File: config.mk
export PLATFORM = sky130hd
export DESIGN_NAME = bomb_spawn_sched
export DESIGN_NICKNAME = d
export VERILOG_FILES = /design/src/rtl/bomb_spawn_sched.sv
export SDC_FILE = /design/constraint.sdc
export NUM_CORES = 1
export LEC_CHECK = 0
export BUFFER_PORTS_ARGS = -buffer_cell sky130_fd_sc_hd__buf_2
export CAP_MARGIN = 10
export CELL_PAD_IN_SITES_DETAIL_PLACEMENT = 1
export CELL_PAD_IN_SITES_GLOBAL_PLACEMENT = 2
export CORE_UTILIZATION = 30
export DETAILED_ROUTE_END_ITERATION = 8
export PLACE_DENSITY = 0.75
export SYNTH_ARGS = -nofsm -noshare
export SYNTH_HDL_FRONTEND = slang
export SYNTH_SLANG_ARGS = --single-unit
File: constraint.sdc
create_clock -name clk -period 2.3 [get_ports clk]
set_input_delay 0.23 -clock clk [delete_from_list [all_inputs] [get_ports clk]]
set_output_delay 0.23 -clock clk [all_outputs]
set_load 0.1 [all_outputs]
File: src/rtl/bomb_spawn_sched.sv
`default_nettype none
// +----------------------------------------------------------------------------+
// | Module   : bomb_spawn_sched                                                |
// | Purpose  : Frame-tick spawn timer, round-robin free-slot picker, row clamp |
// |            and valid/ready spawn request for three bomb slots.             |
// | Options  : BOMB_SPAWN_SPEEDUP_EN - shrink the interval as spawns accrue.   |
// | Revision : 1.0 - initial release                                           |
// +----------------------------------------------------------------------------+
module bomb_spawn_sched #(
  parameter int SPAWN_INTERVAL = 30,
  parameter int MIN_INTERVAL   = 8,
  parameter int SPEEDUP_EVERY  = 4,
  parameter int Y_MIN          = 16,
  parameter int Y_MAX          = 223
) (
  input  logic       clk,
  input  logic       rst,
  input  logic       enable,
  input  logic       frame_tick,
  input  logic [7:0] rand_num0,
  input  logic [7:0] rand_num1,
  input  logic [7:0] rand_num2,
  input  logic [2:0] bomb_done,
  input  logic       spawn_ready,
  output logic       spawn_valid,
  output logic [1:0] spawn_slot,
  output logic [7:0] spawn_y,
  output logic [2:0] bomb_active,
  output logic [7:0] interval_cur
);

  localparam logic [7:0] c_init_interval = 8'((SPAWN_INTERVAL == 0) ? 1 : SPAWN_INTERVAL);
  localparam logic [7:0] c_y_min         = 8'(Y_MIN);
  localparam logic [7:0] c_y_max         = 8'(Y_MAX);

  if (Y_MIN > Y_MAX || SPEEDUP_EVERY < 1 || SPEEDUP_EVERY > 8 ||
      MIN_INTERVAL < 1 || MIN_INTERVAL > 255) begin : g_cfg_check
    $error("bomb_spawn_sched: illegal parameter combination");
  end

  typedef enum logic [1:0] {
    S_IDLE  = 2'd0,
    S_COUNT = 2'd1,
    S_PICK  = 2'd2,
    S_ISSUE = 2'd3
  } state_t;

  state_t     r_state;
  logic [7:0] r_cnt;
  logic [1:0] r_rr_ptr;
  logic       r_valid;
  logic [1:0] r_slot;
  logic [7:0] r_y;
  logic [2:0] r_active;

  logic [1:0] w_c0, w_c1, w_c2, w_pick;
  logic       w_any_free;
  logic [7:0] w_rand, w_clamp;
  logic       w_accept;
  logic [2:0] w_set;

  function automatic logic [1:0] next_slot(input logic [1:0] s);
    return (s == 2'd2) ? 2'd0 : s + 2'd1;
  endfunction

  assign w_c0     = r_rr_ptr;
  assign w_c1     = next_slot(w_c0);
  assign w_c2     = next_slot(w_c1);
  assign w_accept = r_valid & spawn_ready;
  assign w_set    = w_accept ? (3'b001 << r_slot) : 3'b000;

  // First free slot at or after the round-robin pointer, then its clamped row.
  always_comb begin
    w_any_free = 1'b1;
    w_pick     = w_c0;
    if (!r_active[w_c0])      w_pick = w_c0;
    else if (!r_active[w_c1]) w_pick = w_c1;
    else if (!r_active[w_c2]) w_pick = w_c2;
    else                      w_any_free = 1'b0;

    case (w_pick)
      2'd0:    w_rand = rand_num0;
      2'd1:    w_rand = rand_num1;
      default: w_rand = rand_num2;
    endcase

    if (w_rand < c_y_min)      w_clamp = c_y_min;
    else if (w_rand > c_y_max) w_clamp = c_y_max;
    else                       w_clamp = w_rand;
  end

  always_ff @(posedge clk or negedge rst) begin
    if (!rst) begin
      r_state  <= S_IDLE;
      r_cnt    <= 8'd0;
      r_rr_ptr <= 2'd0;
      r_valid  <= 1'b0;
      r_slot   <= 2'd0;
      r_y      <= c_y_min;
      r_active <= 3'b000;
    end else begin
      // Set beats clear so a same-cycle done cannot drop a fresh spawn.
      r_active <= (r_active & ~bomb_done) | w_set;
      if (w_accept) r_rr_ptr <= next_slot(r_slot);

      if (!enable) begin
        r_state <= S_IDLE;
        r_valid <= 1'b0;
        r_cnt   <= 8'd0;
      end else begin
        case (r_state)
          S_IDLE: begin
            r_state <= S_COUNT;
            r_cnt   <= 8'd0;
          end
          S_COUNT: begin
            if (frame_tick) begin
              if (r_cnt >= interval_cur - 8'd1) begin
                r_cnt   <= 8'd0;
                r_state <= S_PICK;
              end else begin
                r_cnt <= r_cnt + 8'd1;
              end
            end
          end
          S_PICK: begin
            if (w_any_free) begin
              r_slot  <= w_pick;
              r_y     <= w_clamp;
              r_valid <= 1'b1;
              r_state <= S_ISSUE;
            end
          end
          S_ISSUE: begin
            if (spawn_ready) begin
              r_valid <= 1'b0;
              r_state <= S_COUNT;
            end
          end
          default: r_state <= S_IDLE;
        endcase
      end
    end
  end

`ifdef BOMB_SPAWN_SPEEDUP_EN
  localparam logic [2:0] c_every_m1     = 3'(SPEEDUP_EVERY - 1);
  localparam logic [7:0] c_min_interval = 8'(MIN_INTERVAL);

  logic [2:0] r_acc_cnt;
  logic [7:0] r_interval;

  // Only the hard reset rewinds difficulty; pausing the game keeps it.
  always_ff @(posedge clk or negedge rst) begin
    if (!rst) begin
      r_acc_cnt  <= 3'd0;
      r_interval <= c_init_interval;
    end else if (w_accept) begin
      if (r_acc_cnt == c_every_m1) begin
        r_acc_cnt <= 3'd0;
        if (r_interval > c_min_interval) r_interval <= r_interval - 8'd1;
      end else begin
        r_acc_cnt <= r_acc_cnt + 3'd1;
      end
    end
  end

  assign interval_cur = r_interval;
`else
  assign interval_cur = c_init_interval;
`endif

  assign spawn_valid = r_valid;
  assign spawn_slot  = r_slot;
  assign spawn_y     = r_y;
  assign bomb_active = r_active;

endmodule
`default_nettype wire

# Word level (Yosys, flattened, before mapping)
# Index checks and enable logic that the tools add are counted.
totals:
  out_inout_bits: 22
  register_bits: 26
  elab_cells: 74
  in_bits: 32
op_classes:
  n_addsub: 4
  order_cmp: 6
  bitwise_logic: 4
  reduce_logical: 6
  n_eq_ne: 13
  n_mux: 33
  shifts: 1
op_table:
  columns: ["operator", "count"]
  rows:
  - ["two-way mux 8 bit", 5]
  - ["case mux 8 bit (2 select lines)", 2]
  - ["two-way mux 2 bit", 11]
  - ["!= test 3 bit, second input constant", 4]
  - ["== test 2 bit, second input constant", 5]
  - ["< comparator 2 x 3 -> 1 bit, second input constant", 3]
  - ["two-way mux 1 bit", 9]
  - ["adder 8 x 1 -> 8 bit, second input constant", 1]
  - ["greater-or-equal comparator 8 x 5 -> 1 bit, second input constant", 1]
  - ["> comparator 8 bit, second input constant", 1]
  - ["< comparator 8 x 5 -> 1 bit, second input constant", 1]
  - ["case mux 2 bit (4 select lines)", 1]
  - ["adder 2 x 1 -> 2 bit, second input constant", 3]
  - ["binary-select mux 1 bit (select 2 bit)", 3]
  - ["!= test 3 x 1 -> 1 bit, second input constant", 2]
  - ["AND reduction 3 bit", 2]
  - ["== test 2 x 1 -> 1 bit, second input constant", 2]
  - ["logical NOT 2 bit", 2]
  - ["AND reduction 4 bit", 1]
  - ["AND 3 bit", 1]
  - ["two-way mux 3 bit", 1]
  - ["NOT 3 bit", 1]
  - ["OR 3 bit", 1]
  - ["<< shifter 1 x 2 -> 3 bit, first input constant", 1]
  - ["other kinds (3)", 3]

# Longest topological paths before layout
depth:
  depth_word: 14
  ltp_mapped: 8
  depth_no_buf: 8

# Worst setup path before layout
# OpenSTA, ideal clock, no wires.
synth_path:
  path_kind: "reg2reg"
  startpoint: "reg r_active[1] (netlist: bomb_active[1])"
  endpoint: "reg r_y[4] (netlist: spawn_y[4])"
  n_path_buf: 1
  setup_ns: 0.077
  stages_incl_launch_ff: 8
  t_arrival_ns: 2.422
  required_time_ns: 2.223
  synth_period_minus_slack_ns: 2.500
  setup_slack_ns: -0.200
  path_cell_list: "dfrtp_1 buf_4 nand2_1 a22oi_1 o21ai_4 a2bb2oi_2 or3_1 a31oi_1"
synth_via:
  elab_chain_cells: 10
  elab_cells_between_ends: 20
  cone_classes: "2 x order compare; 1 x eq/ne; 15 x mux; 2 x reduce/logical"
synth_lines:
  columns: ["element", "line", "rtl"]
  rows:
  - ["start: declaration", "54", "logic [2:0] r_active;"]
  - ["start signal: assignment", "103", "r_active <= (r_active & ~bomb_done) | w_set;"]
  - ["binary-select mux 1 bit (select 2 bit)", "78", "else if (!r_active[w_c2]) w_pick = w_c2;"]
  - ["two-way mux 1 bit (implied by the code)", "78", null]
  - ["two-way mux 2 bit", "78", null]
  - ["two-way mux 2 bit", "77", "else if (!r_active[w_c1]) w_pick = w_c1;"]
  - ["two-way mux 2 bit", "76", "if (!r_active[w_c0]) w_pick = w_c0;"]
  - ["== test 2 x 1 -> 1 bit / logical NOT 2 bit (equally long branches)", "81", "case (w_pick)"]
  - ["case mux 8 bit (2 select lines)", "81", null]
  - ["> comparator 8 bit", "88", "else if (w_rand > c_y_max) w_clamp = c_y_max;"]
  - ["two-way mux 8 bit", "88", null]
  - ["two-way mux 8 bit", "87", "if (w_rand < c_y_min) w_clamp = c_y_min;"]
  - ["end signal: assignment", "99", "r_y <= c_y_min;"]
  - ["end signal: assignment", "129", "r_y <= w_clamp;"]
  - ["end: declaration", "53", "logic [7:0] r_y;"]
# Parallel ways exist; a longest one is shown, timed or not. The select of a mux whose other input is x is not followed.
# A chain may end at the register's enable or synchronous reset.

# Worst setup path in the final report
layout_path:
  startpoint: "reg r_rr_ptr[1]"
  endpoint: "reg r_y[2] (netlist: spawn_y[2])"
layout_via:
  elab_chain_cells: 14
  elab_cells_between_ends: 26
  cone_classes: "2 x add/sub; 2 x order compare; 3 x eq/ne; 17 x mux; 2 x reduce/logical"
layout_lines:
  columns: ["element", "line", "rtl"]
  rows:
  - ["start: declaration", "50", "logic [1:0] r_rr_ptr;"]
  - ["start signal: assignment", "104", "if (w_accept) r_rr_ptr <= next_slot(r_slot);"]
  - ["adder 2 x 1 -> 2 bit / == test 2 bit (equally long branches)", "63", "return (s == 2'd2) ? 2'd0 : s + 2'd1;"]
  - ["two-way mux 2 bit", "63", null]
  - ["adder 2 x 1 -> 2 bit / == test 2 bit (equally long branches)", "63", null]
  - ["two-way mux 2 bit", "63", null]
  - ["binary-select mux 1 bit (select 2 bit)", "78", null]
  - ["two-way mux 1 bit (implied by the code)", "78", null]
  - ["two-way mux 2 bit", "78", null]
  - ["two-way mux 2 bit", "77", null]
  - ["two-way mux 2 bit", "76", null]
  - ["== test 2 x 1 -> 1 bit / logical NOT 2 bit (equally long branches)", "81", null]
  - ["case mux 8 bit (2 select lines)", "81", null]
  - ["> comparator 8 bit", "88", null]
  - ["two-way mux 8 bit", "88", null]
  - ["two-way mux 8 bit", "87", null]
# Parallel ways exist; a longest one is shown, timed or not. The select of a mux whose other input is x is not followed.

==> impl_results.md <==
* Status: complete, no violations
* Cell area power density at 1449 mW/mm²
* Final HPWL DP at 3314 µm
* Synth cell types at 50
* Total number of vias at 1,528
* Wire length per cell at 13.99 µm
* Hold WS at 124.1 ps
* Post-synth top area share at 35.64%
* RSZ-0062 raised after global routing: false
* GRT overflow at 0
* Die area at 0.006161 mm²
* Rows at 27
* Vias in the first global route at 1,499
* Area grow syn2layout at 20.03%
* Max Root-Sink Buffers at 2
* Slew headroom at 60.05%
* # H-tree levels at 1
* I/O Buffers at 45
* Crit Path Category: reg2reg
* Startpoint types: flip-flop
* Antenna-violating nets left at 0
* Share of power burned in combinational logic at 62.4%
* Cell taking the most area after synthesis: dfrtp_1
* Gr usage total at 14.68%
* Critical Path AT at 2200 ps
* Worst-Skew Late Latency at 270 ps
* Clk sinks at 26
* # fillers at 664
* Global-route wire length before repair at 7265 µm
* Clock Skew at 11.67 ps
* Max VDD drop at 0.4032 mV
* Leak at 0.9610 nW
* Yosys Warn Count at 0
* Postcts setup bufs at 0
* Crit end category: flip-flop
* Ys flop type: dfrtp_1
* Routability cong. at 0.7516
* Post-Syn Area at 0.001755 mm²
* # hold bufs at CTS at 1
* Crit path max fanout at 10
* Final setup TNS at 0 ps
* TritonRoute pass-1 iters at 4
* Clock tree root driver cell: clkbuf_8
* # resized after CTS at 0
* Internal Power at 1.357 mW
* Min Tclk post-route at 2025 ps
* Num CTS Buffers at 3
* Post-synth ARST share at 100.0%
* Max-capacitance violation count at 0
* Clock power frac at 12.5%
* Min-Delay Path Class: in2reg
* Nets at 277
* Layout cell share with drive strength beyond 1 at 30.80%
* Initial antenna violation count at 0
* Syn Inst Count at 191
* DRC at 0
* Final core area utilization at 37.80%
* Post-synth EDFFs at 0
* Worst-Margin Slew at 599.2 ps
* Total Wirelength at 4322 µm
* IO Count at 54
* DP Area at 0.002026 mm²
* #FFs+latches synth at 26
* Die Ht at 78.50 µm
* Flop pwr share at 25.0%
* Post-Syn Area per Cell at 9.191 µm²
* # diodes at 0
* Post-synthesis sequential area ratio at 37.13%
* Sw Ratio at 55.56%
* Initial core utilization at 31.49%
* Vias per cell at 4.945
* Hold Vio Cnt, Final at 0
* DRT iter0 DRCs at 33
* Synth area leaders: dfrtp_1 36%, ha_1 5.0%, nand2_1 4.5%
* Die width at 78.50 µm
* Largest net degree at the start of global routing at 27
* Max Fclk at 493.9 MHz
* Worst Path Required at 2480 ps
* Tcrit/Tclk final at 88.03%
* Clock transition at path regs at 100 ps
* Switching power at 1.697 mW
* Finish-stage setup viols at 0
* CTS tree: done
* Max Slew Vio Count at 0
* Core area at 0.005574 mm²
* Non-Filler Cell Area, Final at 0.002107 mm²
==> per-stage QoR <==
| stage | total power [mW] | instances | setup WS, ps |
|---|---|---|---|
| CTS | 3.094 | 309 | 265.0 |
| detailed placement | 2.699 | 304 | 270.8 |
| floorplan | 2.355 | 197 | 120.1 |
| global placement | 2.680 | 304 | 348.5 |
| finish | 3.054 | 309 | 275.2 |
| global route | 3.261 | 309 | 82.07 |
==> cell type report <==
type | count | area (µm²) | share of cell area, %
timing repair buffer | 49 | 257.7 | 12.23
sequential | 26 | 655.6 | 31.12
inverter | 11 | 41.29 | 1.960
clock buffer | 3 | 41.29 | 1.960
multi-input combinational | 147 | 991.0 | 47.03
tap | 72 | 90.09 | 4.276
clock inverter | 1 | 30.03 | 1.425
==> power by group through the flow <==
| stage | Clock [mW] | Combinational, mW | Sequential, mW |
|---|---|---|---|
| CTS | 0.395 | 1.93 | 0.768 |
| global route | 0.407 | 2.06 | 0.793 |
| finish | 0.382 | 1.91 | 0.765 |
| detailed placement | 0 | 1.92 | 0.775 |
| global placement | 0 | 1.91 | 0.770 |
| floorplan | 0 | 0.951 | 1.40 |
==> worst max-delay path: stages, from the launching register on <==
cell	delay, ps
dfrtp_1	470
inv_1	160
a22oi_1	130
o21ai_4	390
a2bb2oi_2	320
a31oi_2	200
a221oi_1	270
==> placed cells by master (no fill, tap or decap), drive strengths merged, types with 5 or more instances in the layout <==
master	instances
buf	48
a31oi	6
ha	7
conb	8
inv	11
a21oi	11
nand2	22
dfrtp	25
nand3	7
nor2	16
mux2i	6
mux2	5
o21ai	12
==> path summary, 6_finish.rpt <==
| kind | start | endpoint | slack (ps) | cells past startpoint |
|---|---|---|---|---|
| max in group asynchronous | rst | bomb_active[0] | 1380 | 2 |
| max | r_rr_ptr[1] | spawn_y[2] | 280 | 6 |
| max reg2reg | r_rr_ptr[1] | spawn_y[2] | 280 | 6 |
| min in group asynchronous | rst | r_cnt[4] | 480 | 2 |
| min reg2reg | spawn_y[6] | spawn_y[6] | 490 | 2 |
| min | bomb_done[1] | bomb_active[1] | 120 | 2 |
==> cell families (layout without fill, tap and decap cells) <==
| family | Yosys count | count (layout) | share of synthesized area [%] |
|---|---|---|---|
| AOI/OAI and AO/OA | 56 | 56 | 25.38 |
| xor gates and xnor gates | 1 | 1 | 0.4990 |
| adders and majority gates | 7 | 7 | 4.989 |
| buffers and inverters | 24 | 64 | 7.698 |
| DFF | 26 | 26 | 37.13 |
| muxes | 11 | 11 | 6.629 |
| other | 2 | 8 | 0.4278 |
| and+or+nand+nor | 64 | 64 | 17.25 |
==> sequential cells by signal, indices dropped and copies added (netlist names) <==
name,cells
spawn_y,8
bomb_active,3
r_cnt,8
r_state,2
spawn_valid,1
spawn_slot,2
r_rr_ptr,2
==> Yosys cell counts (2+ instances only) <==
cell	instances
a21boi_0	2
a21oi_1	11
a221oi_1	4
a2bb2oi_2	2
a31oi_1	3
a31oi_2	3
and3_1	2
buf_4	10
clkbuf_1	2
conb_1	2
dfrtp_1	25
ha_1	7
inv_1	10
mux2_2	5
mux2i_1	6
nand2_1	21
nand2b_1	2
nand3_1	7
nor2_1	16
nor2b_1	2
nor3_1	2
o21ai_0	10
o22ai_1	3
o31ai_1	2
o32ai_1	2
or2_1	3
or3_1	4
==> metal layers <==
layer	part of all wire (%)	wire length, µm	track usage, %
met5	0	0	0
met1	47	2041	18.71
met4	0.53	23	2.778
met3	3.5	150	1.628
met2	49	2106	26.67
Note: power is estimated with default switching activity, not from simulation.
